## config.mk

```make
export PLATFORM = sky130hd
export DESIGN_NAME = div_seq_flat
export DESIGN_NICKNAME = d
export VERILOG_FILES = /design/src/rtl/div_seq_if.sv /design/src/rtl/div_seq.sv /design/src/flat_wrapper.sv
export SDC_FILE = /design/constraint.sdc
export NUM_CORES = 1
export LEC_CHECK = 0
export BUFFER_PORTS_ARGS = -buffer_cell sky130_fd_sc_hd__buf_2
export CAP_MARGIN = 10
export CORE_MARGIN = 8
export CORE_UTILIZATION = 55
export DETAILED_ROUTE_END_ITERATION = 6
export GPL_TIMING_DRIVEN = 0
export HOLD_SLACK_MARGIN = 0.08
export PLACE_DENSITY_LB_ADDON = 0.12
export SLEW_MARGIN = 20
export SYNTH_ARGS = -nofsm -noshare
export SYNTH_HDL_FRONTEND = slang
export SYNTH_SLANG_ARGS = --single-unit
```

## constraint.sdc

```tcl
create_clock -name clk -period 4.1 [get_ports clk]
set_input_delay 0.615 -clock clk [delete_from_list [all_inputs] [get_ports clk]]
set_output_delay 0.615 -clock clk [all_outputs]
set_load 0.02 [all_outputs]
```

## src/rtl/div_seq_if.sv

```systemverilog
// Handshake/operand bundle between the EX-stage sequencer and the iterative divider.
interface div_seq_if #(parameter int WIDTH = 32);
  logic             start_i;
  logic             signed_i;
  logic             cancel_i;
  logic [WIDTH-1:0] opdata1_i;
  logic [WIDTH-1:0] opdata2_i;
  logic             stall_o;
  logic             ready_o;
  logic [WIDTH-1:0] lo_o;
  logic [WIDTH-1:0] hi_o;

  modport master (output start_i, signed_i, cancel_i, opdata1_i, opdata2_i,
                  input  stall_o, ready_o, lo_o, hi_o);
  modport slave  (input  start_i, signed_i, cancel_i, opdata1_i, opdata2_i,
                  output stall_o, ready_o, lo_o, hi_o);
endinterface

```

## src/rtl/div_seq.sv

```systemverilog
// Radix-2 restoring DIV/DIVU sequencer for EX; stalls the pipe while iterating.
// Optional macro DIV_ZERO_FAST_EN: divide-by-zero completes right after acceptance.
module div_seq #(
    parameter int WIDTH = 32,
    parameter int CNT_W = 6
) (
    input logic      clk,
    input logic      resetn,
    div_seq_if.slave bus
);
    typedef enum logic [1:0] {IDLE, BUSY, DONE} state_t;

    state_t           state;
    logic [CNT_W-1:0] cnt;
    logic [WIDTH-1:0] quo, rem, dvs;
    logic             q_neg, r_neg, sgn_op;

    logic             accept;
    logic             s1, s2;
    logic [WIDTH-1:0] mag1, mag2;
    logic [WIDTH:0]   shifted, trial;

    assign accept  = (state == IDLE) && bus.start_i && !bus.cancel_i;
    assign s1      = bus.signed_i && bus.opdata1_i[WIDTH-1];
    assign s2      = bus.signed_i && bus.opdata2_i[WIDTH-1];
    // 0x80..0 negates to itself, which is exactly its unsigned magnitude
    assign mag1    = s1 ? -bus.opdata1_i : bus.opdata1_i;
    assign mag2    = s2 ? -bus.opdata2_i : bus.opdata2_i;
    assign shifted = {rem, quo[WIDTH-1]};
    assign trial   = shifted - {1'b0, dvs};

    always_ff @(posedge clk or negedge resetn) begin
        if (!resetn) begin
            state  <= IDLE;
            cnt    <= '0;
            quo    <= '0;
            rem    <= '0;
            dvs    <= '0;
            q_neg  <= 1'b0;
            r_neg  <= 1'b0;
            sgn_op <= 1'b0;
        end else if (bus.cancel_i) begin
            state <= IDLE;
        end else begin
            case (state)
                IDLE: if (bus.start_i) begin
                    quo    <= mag1;
                    dvs    <= mag2;
                    rem    <= '0;
                    cnt    <= '0;
                    q_neg  <= s1 ^ s2;
                    r_neg  <= s1;
                    sgn_op <= bus.signed_i;
                    state  <= BUSY;
`ifdef DIV_ZERO_FAST_EN
                    if (bus.opdata2_i == '0) begin
                        quo   <= '1;
                        rem   <= bus.opdata1_i;
                        q_neg <= 1'b0;
                        r_neg <= 1'b0;
                        state <= DONE;
                    end
`endif
                end
                BUSY: begin
                    // trial MSB set means the subtraction went negative: restore
                    rem <= trial[WIDTH] ? shifted[WIDTH-1:0] : trial[WIDTH-1:0];
                    quo <= {quo[WIDTH-2:0], ~trial[WIDTH]};
                    cnt <= cnt + 1'b1;
                    if (cnt == CNT_W'(WIDTH - 1)) state <= DONE;
                end
                DONE:    state <= IDLE;
                default: state <= IDLE;
            endcase
        end
    end

    assign bus.stall_o = accept || (state == BUSY);
    assign bus.ready_o = (state == DONE);
    assign bus.lo_o    = (sgn_op && q_neg) ? -quo : quo;
    assign bus.hi_o    = (sgn_op && r_neg) ? -rem : rem;
endmodule

```

## src/flat_wrapper.sv

```systemverilog
// flat-port wrapper written by rule: the top's interface ports become plain ports
module div_seq_flat 
#(
    parameter int WIDTH = 32,
    parameter int CNT_W = 6
)
  (clk, resetn, bus_start_i, bus_signed_i, bus_cancel_i, bus_opdata1_i, bus_opdata2_i, bus_stall_o, bus_ready_o, bus_lo_o, bus_hi_o);
  div_seq_if #(.WIDTH(WIDTH)) bus_i ();
  input logic clk;
  input logic resetn;
  input wire logic [$bits(bus_i.start_i)-1:0] bus_start_i;
  input wire logic [$bits(bus_i.signed_i)-1:0] bus_signed_i;
  input wire logic [$bits(bus_i.cancel_i)-1:0] bus_cancel_i;
  input wire logic [$bits(bus_i.opdata1_i)-1:0] bus_opdata1_i;
  input wire logic [$bits(bus_i.opdata2_i)-1:0] bus_opdata2_i;
  output wire logic [$bits(bus_i.stall_o)-1:0] bus_stall_o;
  output wire logic [$bits(bus_i.ready_o)-1:0] bus_ready_o;
  output wire logic [$bits(bus_i.lo_o)-1:0] bus_lo_o;
  output wire logic [$bits(bus_i.hi_o)-1:0] bus_hi_o;
  assign bus_i.start_i = bus_start_i;
  assign bus_i.signed_i = bus_signed_i;
  assign bus_i.cancel_i = bus_cancel_i;
  assign bus_i.opdata1_i = bus_opdata1_i;
  assign bus_i.opdata2_i = bus_opdata2_i;
  assign bus_stall_o = bus_i.stall_o;
  assign bus_ready_o = bus_i.ready_o;
  assign bus_lo_o = bus_i.lo_o;
  assign bus_hi_o = bus_i.hi_o;
  div_seq #(.WIDTH(WIDTH), .CNT_W(CNT_W)) u_core (.clk(clk), .resetn(resetn), .bus(bus_i));
endmodule
```

==> results summary, run 1 <==
The count of buffers added on input and output ports is 134. The count of flip-flops with a built-in enable after synthesis came out at 0. The power per standard cell area is 618 nW/um^2. The Yosys step of the flow raised 0 warnings.

The peak per-stage delay on the critical path came out at 0.47 ns. The start-to-end type of the worst setup path is flop to output port. The final-report max-slew violation count is 0. At the worst endpoint, the required time is 3.48 ns.

The critical path startpoint category is a flop. The number of nets at the end of the flow is 1408. The share of layout cells above drive strength 1 came out at 0.143. The path class of the tightest hold or removal check is input pin to asynchronous set/reset pin.

The endpoint arrival time on the critical path came out at 3.38 ns. The shortest period the worst path allows is 3.99 ns. The average cell area after synthesis is 7.79 um^2. The number of nets in the synthesized netlist came out at 1262.

The standard cell core area is 15900 um^2. The via count of the first global-routing pass is 8156. The synthesized instance count came out at 1155. STA classifies the critical path endpoint as an output port. The share of Yosys cell area claimed by the top area cell type is 0.297. The proportion of synthesized flip-flops having asynchronous set or reset is 1.00. The first global-routing pass estimated 43.5 mm of wire. The first detailed-routing pass ran for 6 iterations. The clock transition at the registers of the reported paths is 0.08 ns. Once the clock tree was built, the setup fixing pass inserted 0 buffers. The worst path buffer plus inverter count came out at 1. IR analysis of the VDD net gives a maximum drop of 0.000327 V.

The hold-fix buffer count after cts is 0. By instance count, the leading cell after synthesis is sky130_fd_sc_hd__nand2_1. The kind of cell with the highest combined delay along the critical path is simple AND/OR/NAND/NOR gates. The number of nets with antenna violations after detailed routing came out at 0. The signed area change from the synthesized netlist to the final layout is 14.6%.

After detailed routing, the number of remaining DRC violations is 0. The count of final hold-check violations came out at 0. The count of distinct cell types in the synthesized netlist came out at 70. The final number of setup-violating endpoints is 0. The TritonCTS buffer count came out at 9. The setup clock skew after layout is 0.0147 ns. The H-tree was split into 3 levels. The count of standard-cell rows came out at 46. The final total negative setup slack came out at 0 ns. The sequential share of the synthesized area is 0.297.

The normalized max-slew margin came out at 0.383. Sorting the synthesized cells by area gives the leading types as sky130_fd_sc_hd__dfrtp_1, sky130_fd_sc_hd__o21ai_0, sky130_fd_sc_hd__xor2_1. The master cell of the clock root buffer is sky130_fd_sc_hd__clkbuf_16.

Static timing analysis puts the maximum clock frequency at 0.251 GHz. For this design the static power due to leakage is 0.00482 uW. The placed cell area came out at 9980 um^2.

The critical path goes through or3_4, nor3_2, nand2_1, or4_4, nor4b_4, nand3b_2, nor4_4, a31oi_1, xnor2_1, buf_2. The number of sinks on the clock net came out at 107. The initial DRC count is 955.

For the pin with the worst max-slew slack, the measured transition is 0.918 ns. The average vias per placed instance came out at 5.99. The number of antenna violations at the first check in global routing is 0. Of the available clock period, the critical path in the final layout requires 0.973. The synthesized design spends more area on one cell type than any other, namely sky130_fd_sc_hd__dfrtp_1. The critical register-to-register path startpoint is u_core.rem[0]. The count of pins on the block boundary came out at 135. The global placement routability congestion is 0.946. The starting utilization of the core area is 0.565. The maximum buffer depth of the clock tree is 2.

The slowest stage of the critical path belongs to the cell sky130_fd_sc_hd__or4_4. Measured along the y axis, the die boundary spans 144 um. The final layout contains routed wiring with a total length of 28.0 mm.

The flow ran to the end, and the final reports show no timing, DRC or antenna violations. The die is 144 um wide. The half-perimeter wire length after detailed placement came out at 21.7 mm. Along the worst path, the maximum fanout reaches 5. 0 antenna diodes ended up in the layout. The cell area after technology mapping is 9000 um^2. Among all flip-flop cells after synthesis, the most frequent one is sky130_fd_sc_hd__dfrtp_1. The total of max-cap violations came out at 0.

The post-route cell area came out at 10300 um^2. Post-CTS repair changed the size of 0 cells. The CTS tree is yes. The remaining global-route overflow came out at 0. Setup repair after global routing left no endpoint under its margin.

After synthesis, the most frequently instantiated cells are sky130_fd_sc_hd__nand2_1, sky130_fd_sc_hd__o21ai_0, sky130_fd_sc_hd__dfrtp_1. The number of synthesized register bits came out at 107. The critical path starts at u_core.quo[0]. Entering global routing, the biggest net connects 76 pins.

The via total after detailed routing came out at 9119. The global-route usage over all layers came out at 0.269. The clock latency on the worst-skew pair is 0.36 ns. The average wire per standard cell came out at 18.4 um. The floorplan die area came out at 20700 um^2.
-- layout make-up --
| cell class | count | area (um^2) |
|---|---|---|
| inverters | 60 | 225 |
| well taps | 216 | 270 |
| multi-input cells | 932 | 5880 |
| plain buffers | 56 | 230 |
| flip-flops and latches | 107 | 2680 |
| repair buffers | 135 | 704 |
| clock inverters | 7 | 100 |
| clock buffers | 9 | 225 |
| fillers | 1493 | 5630 |
-- cell families (layout without fill, tap and decap cells) --
family,count (synthesis),after routing,share of synthesized area
buffers and inverters,116,267,0.0505
and+or+nand+nor,416,416,0.227
DFF,107,107,0.297
adders and majority gates,38,38,0.0536
muxes,3,3,0.00334
xor gates and xnor gates,147,147,0.146
AOI/OAI and AO/OA,328,328,0.223
-- layer usage --
layer	routed length [um]	GRT usage	part of all wire	vias up
met2	12000	0.393	0.43	421
li1	-	-	-	4377
met1	13100	0.399	0.47	4296
met5	0	0	0	-
met3	2610	0.0504	0.093	25
met4	349	0.0642	0.012	0
-- state kept, by name (all words and copies together), names as in the netlist --
| register | count |
|---|---|
| u_core.dvs | 32 |
| u_core.quo | 32 |
| u_core.rem | 32 |
| u_core.cnt | 6 |
| u_core.state | 2 |
| u_core.q_neg | 1 |
| u_core.r_neg | 1 |
| u_core.sgn_op | 1 |
-- cells in the final DEF (no fill, tap or decap), drive strengths merged, types with 6 or more instances in the layout --
cell type | synthesis | routed
inv | 60 | 61
nor4 | 19 | 19
nand2 | 173 | 173
nor2 | 71 | 71
ha | 37 | 37
a211oi | 6 | 6
o41ai | 11 | 11
xor2 | 80 | 80
a21oi | 74 | 74
dfrtp | 107 | 107
clkbuf | 40 | 49
or4 | 10 | 10
and3 | 6 | 6
a31oi | 9 | 9
nor3 | 21 | 21
o311ai | 14 | 14
a21o | 12 | 12
o31ai | 15 | 15
o21ai | 145 | 145
or3 | 10 | 10
o211ai | 7 | 7
xnor2 | 67 | 67
nand3b | 6 | 6
nand3 | 51 | 51
buf | 16 | 151
nand2b | 19 | 19
nand4 | 9 | 9
-- path summary, 6_finish.rpt --
check                                 endpoint  slack (ns)  depth (start not counted)
min in group clk                u_core.dvs[18]        0.48                          2
worst max register to register  u_core.rem[21]        0.24                         12
worst max-delay path              bus_lo_o[31]        0.11                         10
worst min-delay path             u_core.quo[4]        0.13                          1
max in group asynchronous        u_core.rem[9]        3.29                          2
worst min register to register  u_core.dvs[18]        0.48                          2
-- through the flow --
step / hold slack (ns) / total power, uW / utilization / setup WS (ns) / cells
after global routing: 0.153 / 6780 / 0.647 / 0.00598 / 1522
after floorplan: 0.319 / 4230 / - / 0.834 / 1155
after global placement: 0.462 / 5300 / 0.624 / 0.268 / 1505
after CTS: 0.143 / 6300 / 0.646 / 0.0581 / 1522
final: 0.129 / 6370 / 0.647 / 0.109 / 1522
after detailed placement: 0.470 / 5360 / 0.626 / 0.237 / 1506
-- where the power goes --
group | internal [uW] | switching [uW] | total (uW)
Sequential | 1300 | 363 | 1660
Combinational | 1370 | 2410 | 3780
Clock | 492 | 441 | 933
(Power assumes the default switching activity.)
==> run 2, diff against run 1 <==
==> constraint.sdc (replaced) <==
create_clock -name clk -period 5.05 [get_ports clk]
set_input_delay 0.7575 -clock clk [delete_from_list [all_inputs] [get_ports clk]]
set_output_delay 0.7575 -clock clk [all_outputs]
set_load 0.02 [all_outputs]
==> run 2 against run 1 <==
  * Die area did not move
  * Largest power group unchanged
  * Sequential share of layout area barely moved
  * Hold slack improved by 0.15 ns
  * Power fell by 19%
  * Global-route usage did not move
  * Register-to-register slack improved by 0.80 ns
  * Critical path depth rose by 2
==> results summary, run 2 (synthesized netlist as in run 1, its figures left out) <==
The final total negative setup slack was 0 ns (unchanged). The share of layout cells above drive strength 1 is 0.141 (was 0.143). The initial DRC count came to 910 (was 955). Outcome: complete, no violations (unchanged). The net switching component of the power was 2600 uW (was 3210 uW). The number of nets with antenna violations after detailed routing came out at 0 (unchanged). The clock latency on the worst-skew pair came out at 0.36 ns (about the same).

The worst reg-to-reg path cell count came out at 12 (unchanged). The power per standard cell area is 501 nW/um^2 (was 618 nW/um^2). In the finished design, the share of the clock period the worst path needs comes to 0.831. The shortest period the worst path allows is 4.20 ns. The first-pass iteration count of the detailed router came out at 5 (was 6). The master cell of the clock root buffer is sky130_fd_sc_hd__clkbuf_16 (unchanged).

The standard cell core area is 15900 um^2 (unchanged). The maximum buffer depth of the clock tree was 2 (unchanged). The post-CTS setup repair buffer count came out at 0 (unchanged). The critical path startpoint category was a flop (unchanged). The peak fanout along the critical path came out at 4 (was 5). The fraction of power consumed by the clock network came to 0.147 (was 0.146).

The largest delay contributor family on the critical path was simple AND/OR/NAND/NOR gates (unchanged). The via count of the first global-routing pass was 8156 (unchanged). The height of the die is 144 um (unchanged).

The setup clock skew after layout was 0.0124 ns (was 0.0147 ns). The final-report max-slew violation count came out at 0 (unchanged). The final number of setup-violating endpoints was 0 (unchanged).

The count of standard-cell rows came to 46 (unchanged). The clock transition at the registers of the reported paths is 0.08 ns (about the same). The peak per-stage delay on the critical path is 0.46 ns (was 0.47 ns). The number of antenna diodes came out at 0 (unchanged). The worst IR drop on VDD came out at 0.000266 V (was 0.000327 V). The global placement routability congestion came out at 0.946 (unchanged). The TritonCTS buffer count came out at 9 (unchanged). The wire length of the first global-routing pass came out at 43.5 mm (unchanged). The switching part of the total is 0.504 (about the same). Series of cell instances along the critical path: inv_1, ha_1, nand2b_1, or4_1, or2_2, nor4_4, nand2_1, nor4_4, nand3b_1, o31ai_1, xnor2_1, buf_2 (was or3_4, nor3_2, nand2_1, or4_4, nor4b_4, nand3b_2, nor4_4, a31oi_1, xnor2_1, buf_2).

The type of the tightest min-delay check is input pin to asynchronous set/reset pin (unchanged). The critical path depth in cells is 12 (was 10). The average vias per placed instance is 5.96 (was 5.99). The cell with the most instances on the worst path is sky130_fd_sc_hd__nor4_4.

Unrepaired setup endpoints after global routing: no (unchanged). The number of port buffers came to 134 (unchanged). The number of sinks on the clock net is 107 (unchanged). The number of antenna violations at the first check in global routing came out at 0 (unchanged).

The most frequent standard cell in the layout excluding fill and tap cells is sky130_fd_sc_hd__nand2_1 (unchanged). The signed area change from the synthesized netlist to the final layout is 14.5% (was 14.6%). The start-to-end type of the worst setup path is flop to output port (unchanged). The starting utilization of the core area came out at 0.565 (unchanged). The design internal power is 2560 uW (was 3160 uW). The power share of the combinational group is 0.592 (was 0.593). The count of final hold-check violations came out at 0 (unchanged).

The normalized max-slew margin came out at 0.383 (about the same). The via total after detailed routing came out at 9071 (was 9119). The remaining global-route overflow came out at 0 (unchanged).

The total DRC errors in the routed layout came to 0 (unchanged). The CTS tree is yes (unchanged). The final cell count without fillers came out at 1522 (unchanged).

The cell count after placement is 1506 (unchanged). The global-route usage over all layers came to 0.269 (unchanged). The required time of the critical path is 4.29 ns (was 3.48 ns). The kind of end point of the critical path is an output port (unchanged). The fmax came out at 0.238 GHz. The total of max-cap violations was 0 (unchanged). The average wire per standard cell came to 18.4 um (about the same). The leakage power of the design is 0.00481 uW (was 0.00482 uW). Most frequent cells in the layout: sky130_fd_sc_hd__nand2_1, sky130_fd_sc_hd__o21ai_0, sky130_fd_sc_hd__buf_2 (unchanged).

The slowest stage cell on the critical path is sky130_fd_sc_hd__dfrtp_1 (was sky130_fd_sc_hd__or4_4). The floorplan die area was 20700 um^2 (unchanged). The actual transition at the worst max-transition pin came out at 0.919 ns (was 0.918 ns). The endpoint arrival time on the critical path is 3.44 ns (was 3.38 ns). The number of nets at the end of the flow came out at 1408 (unchanged).

The count of pins on the block boundary came out at 135 (unchanged). The routed wire length came to 27.9 mm (was 28.0 mm). The horizontal die dimension was 144 um (unchanged).

The hold-fix buffer count after cts was 0 (unchanged). The largest net degree at the start of global routing came out at 76 (unchanged). The worst hold slack after final layout is 0.278 ns (was 0.129 ns). The half-perimeter wire length after detailed placement came out at 21.7 mm (unchanged). The total of fill cells in the finished design came to 1494 (was 1493). The number of H-tree levels is 3 (unchanged).

The worst path buffer plus inverter count is 2 (was 1). The total of cells resized after clock tree synthesis is 0 (unchanged). The part of the power in registers is 0.261 (about the same). Largest registers ranked by flip-flop count: u_core.dvs: 32 flops, u_core.quo: 32 flops, u_core.rem: 32 flops (unchanged).
[run 2: cell types whose count changed in the layout (fill, tap and decap cells not counted)]
cell / previous run / this run
sky130_fd_sc_hd__clkbuf_2: 1 / 0
sky130_fd_sc_hd__o21ai_0: 140 / 141
sky130_fd_sc_hd__nand2_2: 1 / 0
sky130_fd_sc_hd__nand2_1: 172 / 173
sky130_fd_sc_hd__o31ai_1: 14 / 15
sky130_fd_sc_hd__o31ai_2: 1 / 0
sky130_fd_sc_hd__o21ai_1: 4 / 3
sky130_fd_sc_hd__clkbuf_1: 39 / 40
[run 2: power groups by stage]
stage	Sequential, uW	Clock, uW	Combinational (uW)
floorplan	1270	0	2170
global placement	1340	0	2970
detailed placement	1350	0	3000
CTS	1340	768	3010
global route	1380	797	3320
finish	1350	756	3060
[run 2: routing by layer]
metal	track usage	vias up	wire length, um	part of all wire
li1	-	4375	-	-
met1	0.399	4238	12900	0.46
met2	0.393	431	11900	0.43
met3	0.0504	27	2730	0.098
met4	0.0642	0	372	0.013
met5	0	-	0	0
[run 2: stage by stage]
step / worst slack, ns / utilization / cell area (um^2) / total power [uW]
after CTS: 0.866 / 0.646 / 10300 / 5120
final: 0.852 / 0.647 / 10300 / 5160
after global routing: 0.738 / 0.647 / 10300 / 5500
after floorplan: 1.64 / - / 9000 / 3440
after detailed placement: 1.19 / 0.626 / 9980 / 4350
after global placement: 1.22 / 0.624 / 9940 / 4310
[run 2: cell type report]
type	instances	area, um^2	area share
inverter	60	225	0.0218
clock buffer	9	225	0.0218
buffer	56	229	0.0222
multi-input combinational	932	5880	0.570
clock inverter	7	100	0.00971
timing repair buffer	135	704	0.0683
sequential	107	2680	0.260
tap	216	270	0.0262
[run 2: path summary, 6_finish.rpt]
path | start | end | slack [ns]
min in group clk | u_core.dvs[3] | u_core.dvs[3] | 0.48
max reg2reg | u_core.rem[0] | u_core.rem[8] | 1.04
max | u_core.quo[0] | bus_lo_o[28] | 0.85
max in group asynchronous | resetn | u_core.quo[2] | 4.09
min | resetn | u_core.quo[4] | 0.28
min reg2reg | u_core.dvs[3] | u_core.dvs[3] | 0.48
==> run 3, diff against run 2 <==
--- a/config.mk
+++ b/config.mk
@@ -8,7 +8,7 @@
 export BUFFER_PORTS_ARGS = -buffer_cell sky130_fd_sc_hd__buf_2
 export CAP_MARGIN = 10
 export CORE_MARGIN = 8
-export CORE_UTILIZATION = 55
+export CORE_UTILIZATION = 53
 export DETAILED_ROUTE_END_ITERATION = 6
 export GPL_TIMING_DRIVEN = 0
 export HOLD_SLACK_MARGIN = 0.08
==> constraint.sdc (replaced) <==
create_clock -name clk -period 3.45 [get_ports clk]
set_input_delay 0.5175 -clock clk [delete_from_list [all_inputs] [get_ports clk]]
set_output_delay 0.5175 -clock clk [all_outputs]
set_load 0.02 [all_outputs]
==> run 3 against run 2 <==
  * The flow now finishes with violations (negative setup slack)
  * Hold slack better by 0.16 ns
  * Critical path type unchanged
  * Clock power is 43% higher
  * Combinational power is 63% higher
  * Critical path depth is 1 lower
==> results summary, run 3 (synthesized netlist as in run 1, its figures left out) <==
The remaining global-route overflow is 0 (unchanged). The count of standard-cell rows is 47 (was 46). The total of max-cap violations is 0 (unchanged). The met1 track demand over resource in global routing is 0.377 (was 0.399).

The via total after detailed routing is 9229 (was 9071). Largest registers ranked by flip-flop count: u_core.dvs: 32 flops, u_core.quo: 32 flops, u_core.rem: 32 flops (unchanged). The endpoint arrival time on the critical path was 3.19 ns (was 3.44 ns). The shortest period the worst path allows is 3.71 ns. The worst flop-to-flop path endpoint was u_core.rem[0] (was u_core.rem[8]). The power share of the combinational group is 0.618 (was 0.592). The final reports fail on negative setup slack. The floorplan die area came to 21400 um^2 (was 20700 um^2). Counting instances, the worst hold path has a depth of 3. Series of cell instances along the critical path: or3_4, nor3_4, nand2_2, or4_4, nor4b_4, nand3b_4, nor4_4, buf_4, a21oi_1, xor2_1, buf_4 (was inv_1, ha_1, nand2b_1, or4_1, or2_2, nor4_4, nand2_1, nor4_4, nand3b_1, o31ai_1, xnor2_1, buf_2). The met2 global-route usage is 0.389 (was 0.393). The cell count after placement was 1510 (was 1506). The average vias per placed instance is 5.95 (was 5.96).

The signed area change from the synthesized netlist to the final layout came out at 19.5% (was 14.5%). The required time of the critical path came out at 2.93 ns (was 4.29 ns). The routed wire length came out at 29.0 mm (was 27.9 mm). The worst reg-to-reg path cell count came out at 11 (was 12).

The average wire per standard cell is 18.7 um (was 18.4 um). The final-report max-slew violation count came out at 0 (unchanged). The critical register-to-register path startpoint was u_core.rem[4] (was u_core.rem[0]).

The height of the die came to 146 um (was 144 um). The initial DRC count is 861 (was 910). The worst IR drop on VDD is 0.000525 V (was 0.000266 V). The horizontal die dimension is 146 um (was 144 um). The register-to-register setup slack is 0.11 ns (was 1.04 ns). The share of the clock period used by the worst path came out at 1.08. The via count of the first global-routing pass was 8760 (was 8156).

Outcome: finished with violations (was complete, no violations). The final cell count without fillers is 1550 (was 1522). The number of antenna diodes came out at 0 (unchanged). The kind of end point of the critical path is an output port (unchanged). The TritonCTS buffer count is 9 (unchanged). The design internal power came out at 4060 uW (was 2560 uW). The power per standard cell area came out at 750 nW/um^2 (was 501 nW/um^2). The switching part of the total came out at 0.497 (was 0.504).

The starting utilization of the core area is 0.543 (was 0.565). The count of final hold-check violations came to 0 (unchanged). The post-route cell area is 10800 um^2 (was 10300 um^2).

The largest delay contributor family on the critical path was simple AND/OR/NAND/NOR gates (unchanged). The type of the tightest min-delay check is input pin to flop (was input pin to asynchronous set/reset pin). The most frequent standard cell in the layout excluding fill and tap cells is sky130_fd_sc_hd__nand2_1 (unchanged). The normalized max-slew margin was 0.367 (was 0.383).

The worst hold path begins at bus_opdata2_i[1]. The leakage power of the design was 0.00502 uW (was 0.00481 uW). The fraction of power consumed by the clock network came out at 0.133 (was 0.147).

The met3 global-route usage came out at 0.0689 (was 0.0504). The critical path startpoint category is a flop (unchanged). The clock transition at the registers of the reported paths is 0.08 ns (about the same). The half-perimeter wire length after detailed placement is 22.1 mm (was 21.7 mm). The peak per-stage delay on the critical path came out at 0.46 ns (about the same). The number of sinks on the clock net was 107 (unchanged). The CTS tree was yes (unchanged). The peak fanout along the critical path is 4 (unchanged).

For this run, the top clock speed supported by timing is 0.269 GHz. The path with the worst hold slack has its endpoint at u_core.dvs[1]. The wire length of the first global-routing pass is 46.0 mm (was 43.5 mm). The share of layout cells above drive strength 1 came out at 0.182 (was 0.141).

The global-route usage over all layers came out at 0.265 (was 0.269). The largest net degree at the start of global routing was 72 (was 76). The busiest layer in global routing was met2 (was met1). The number of nets with antenna violations after detailed routing came out at 0 (unchanged). The total DRC errors in the routed layout was 0 (unchanged).

The start-to-end type of the worst setup path is flop to output port (unchanged). The number of port buffers is 134 (unchanged). The standard cell core area is 16600 um^2 (was 15900 um^2). The number of H-tree levels is 3 (unchanged).

The master cell of the clock root buffer is sky130_fd_sc_hd__clkbuf_16 (unchanged). Most frequent cells in the layout: sky130_fd_sc_hd__nand2_1, sky130_fd_sc_hd__o21ai_0, sky130_fd_sc_hd__buf_2 (unchanged). The final number of setup-violating endpoints came out at 12 (was 0).

The number of antenna violations at the first check in global routing came out at 0 (unchanged). The global placement routability congestion is 0.974 (was 0.946). The clock latency on the worst-skew pair came out at 0.36 ns (about the same).

The maximum buffer depth of the clock tree is 2 (unchanged). The slowest stage cell on the critical path is sky130_fd_sc_hd__dfrtp_2 (was sky130_fd_sc_hd__dfrtp_1). The worst path buffer plus inverter count came out at 2 (unchanged). The placed cell area came out at 9980 um^2 (about the same).

The number of nets at the end of the flow came to 1432 (was 1408). The setup clock skew after layout is 0.0119 ns (was 0.0124 ns). The part of the power in registers came out at 0.249 (was 0.261).

Unrepaired setup endpoints after global routing: yes (was no). The net switching component of the power is 4010 uW (was 2600 uW). The first-pass iteration count of the detailed router is 5 (unchanged).

The minimum setup slack in the final design came out at -0.262 ns (was 0.852 ns). The final total negative setup slack is -2.20 ns (was 0 ns). The count of pins on the block boundary is 135 (unchanged). The cell with the most instances on the worst path is sky130_fd_sc_hd__buf_4 (was sky130_fd_sc_hd__nor4_4).

The actual transition at the worst max-transition pin was 0.942 ns (was 0.919 ns).
run 3: cell types whose count changed in the layout (fill, tap and decap cells not counted), moves of 3 or more:
cell | previous run | this run
sky130_fd_sc_hd__a21oi_2 | 0 | 6
sky130_fd_sc_hd__buf_2 | 139 | 121
sky130_fd_sc_hd__inv_1 | 60 | 57
sky130_fd_sc_hd__a21oi_1 | 74 | 67
sky130_fd_sc_hd__dfrtp_1 | 107 | 103
sky130_fd_sc_hd__dfrtp_2 | 0 | 4
sky130_fd_sc_hd__inv_2 | 0 | 3
sky130_fd_sc_hd__buf_4 | 3 | 41
sky130_fd_sc_hd__o31ai_1 | 15 | 12
run 3: final cells by class:
class                   instances  area (um^2)
multi-input cells             932         6080
fillers                      1507         5830
flip-flops and latches        107         2680
repair buffers                160          952
well taps                     220          275
clock buffers                  10          239
plain buffers                  55          236
inverters                      60          225
clock inverters                 6         65.1
run 3: power groups by stage:
stage          Sequential (uW)  Combinational (uW)  Clock [uW]
3_5_place_dp              1980                4380           0
4_1_cts                   1980                4710        1090
6_report                  2010                4980        1080
5_1_grt                   2060                5420        1140
3_3_place_gp              1970                4330           0
2_1_floorplan             1850                3180           0
run 3: metal layers:
metal	share of wire	wire [um]
met4	0.020	571
met5	0	0
met1	0.46	13300
met3	0.096	2790
met2	0.42	12300
run 3: per-stage QoR:
stage	worst slack [ns]	power (uW)	hold WS, ns	utilization
global placement	-0.406	6300	0.460	0.600
CTS	-0.295	7770	0.434	0.638
global route	-0.402	8620	0.474	0.649
detailed placement	-0.438	6360	0.445	0.602
floorplan	0.282	5030	0.222	-
finish	-0.262	8070	0.441	0.649
run 3: repair_timing:
item | CTS | global route
hold buffers | 1 | 0
pin swaps | 13 | 13
gates resized for setup | 41 | 31
endpoints found under the hold margin | 36 | 0
buffers inserted | 17 | 9
setup endpoints to repair | 55 | 52
run 3: worst max path at each step:
stage                  startpoint            end  slack (ns)  cells after the start
floorplan           u_core.quo[1]   bus_lo_o[31]        0.28                      9
global placement    u_core.rem[0]  u_core.rem[8]       -0.41                     12
detailed placement  u_core.rem[0]  u_core.rem[8]       -0.44                     12
CTS                 u_core.quo[1]   bus_lo_o[31]       -0.29                     10
global route        u_core.quo[1]   bus_lo_o[25]       -0.40                     11
finish              u_core.quo[1]   bus_lo_o[29]       -0.26                     11
run 3: worst min-delay path, delay by kind of cell:
family	cells	cell delay, ns
buf+inv	1	0.12
simple gates	1	0.05
compound gates	1	0.07
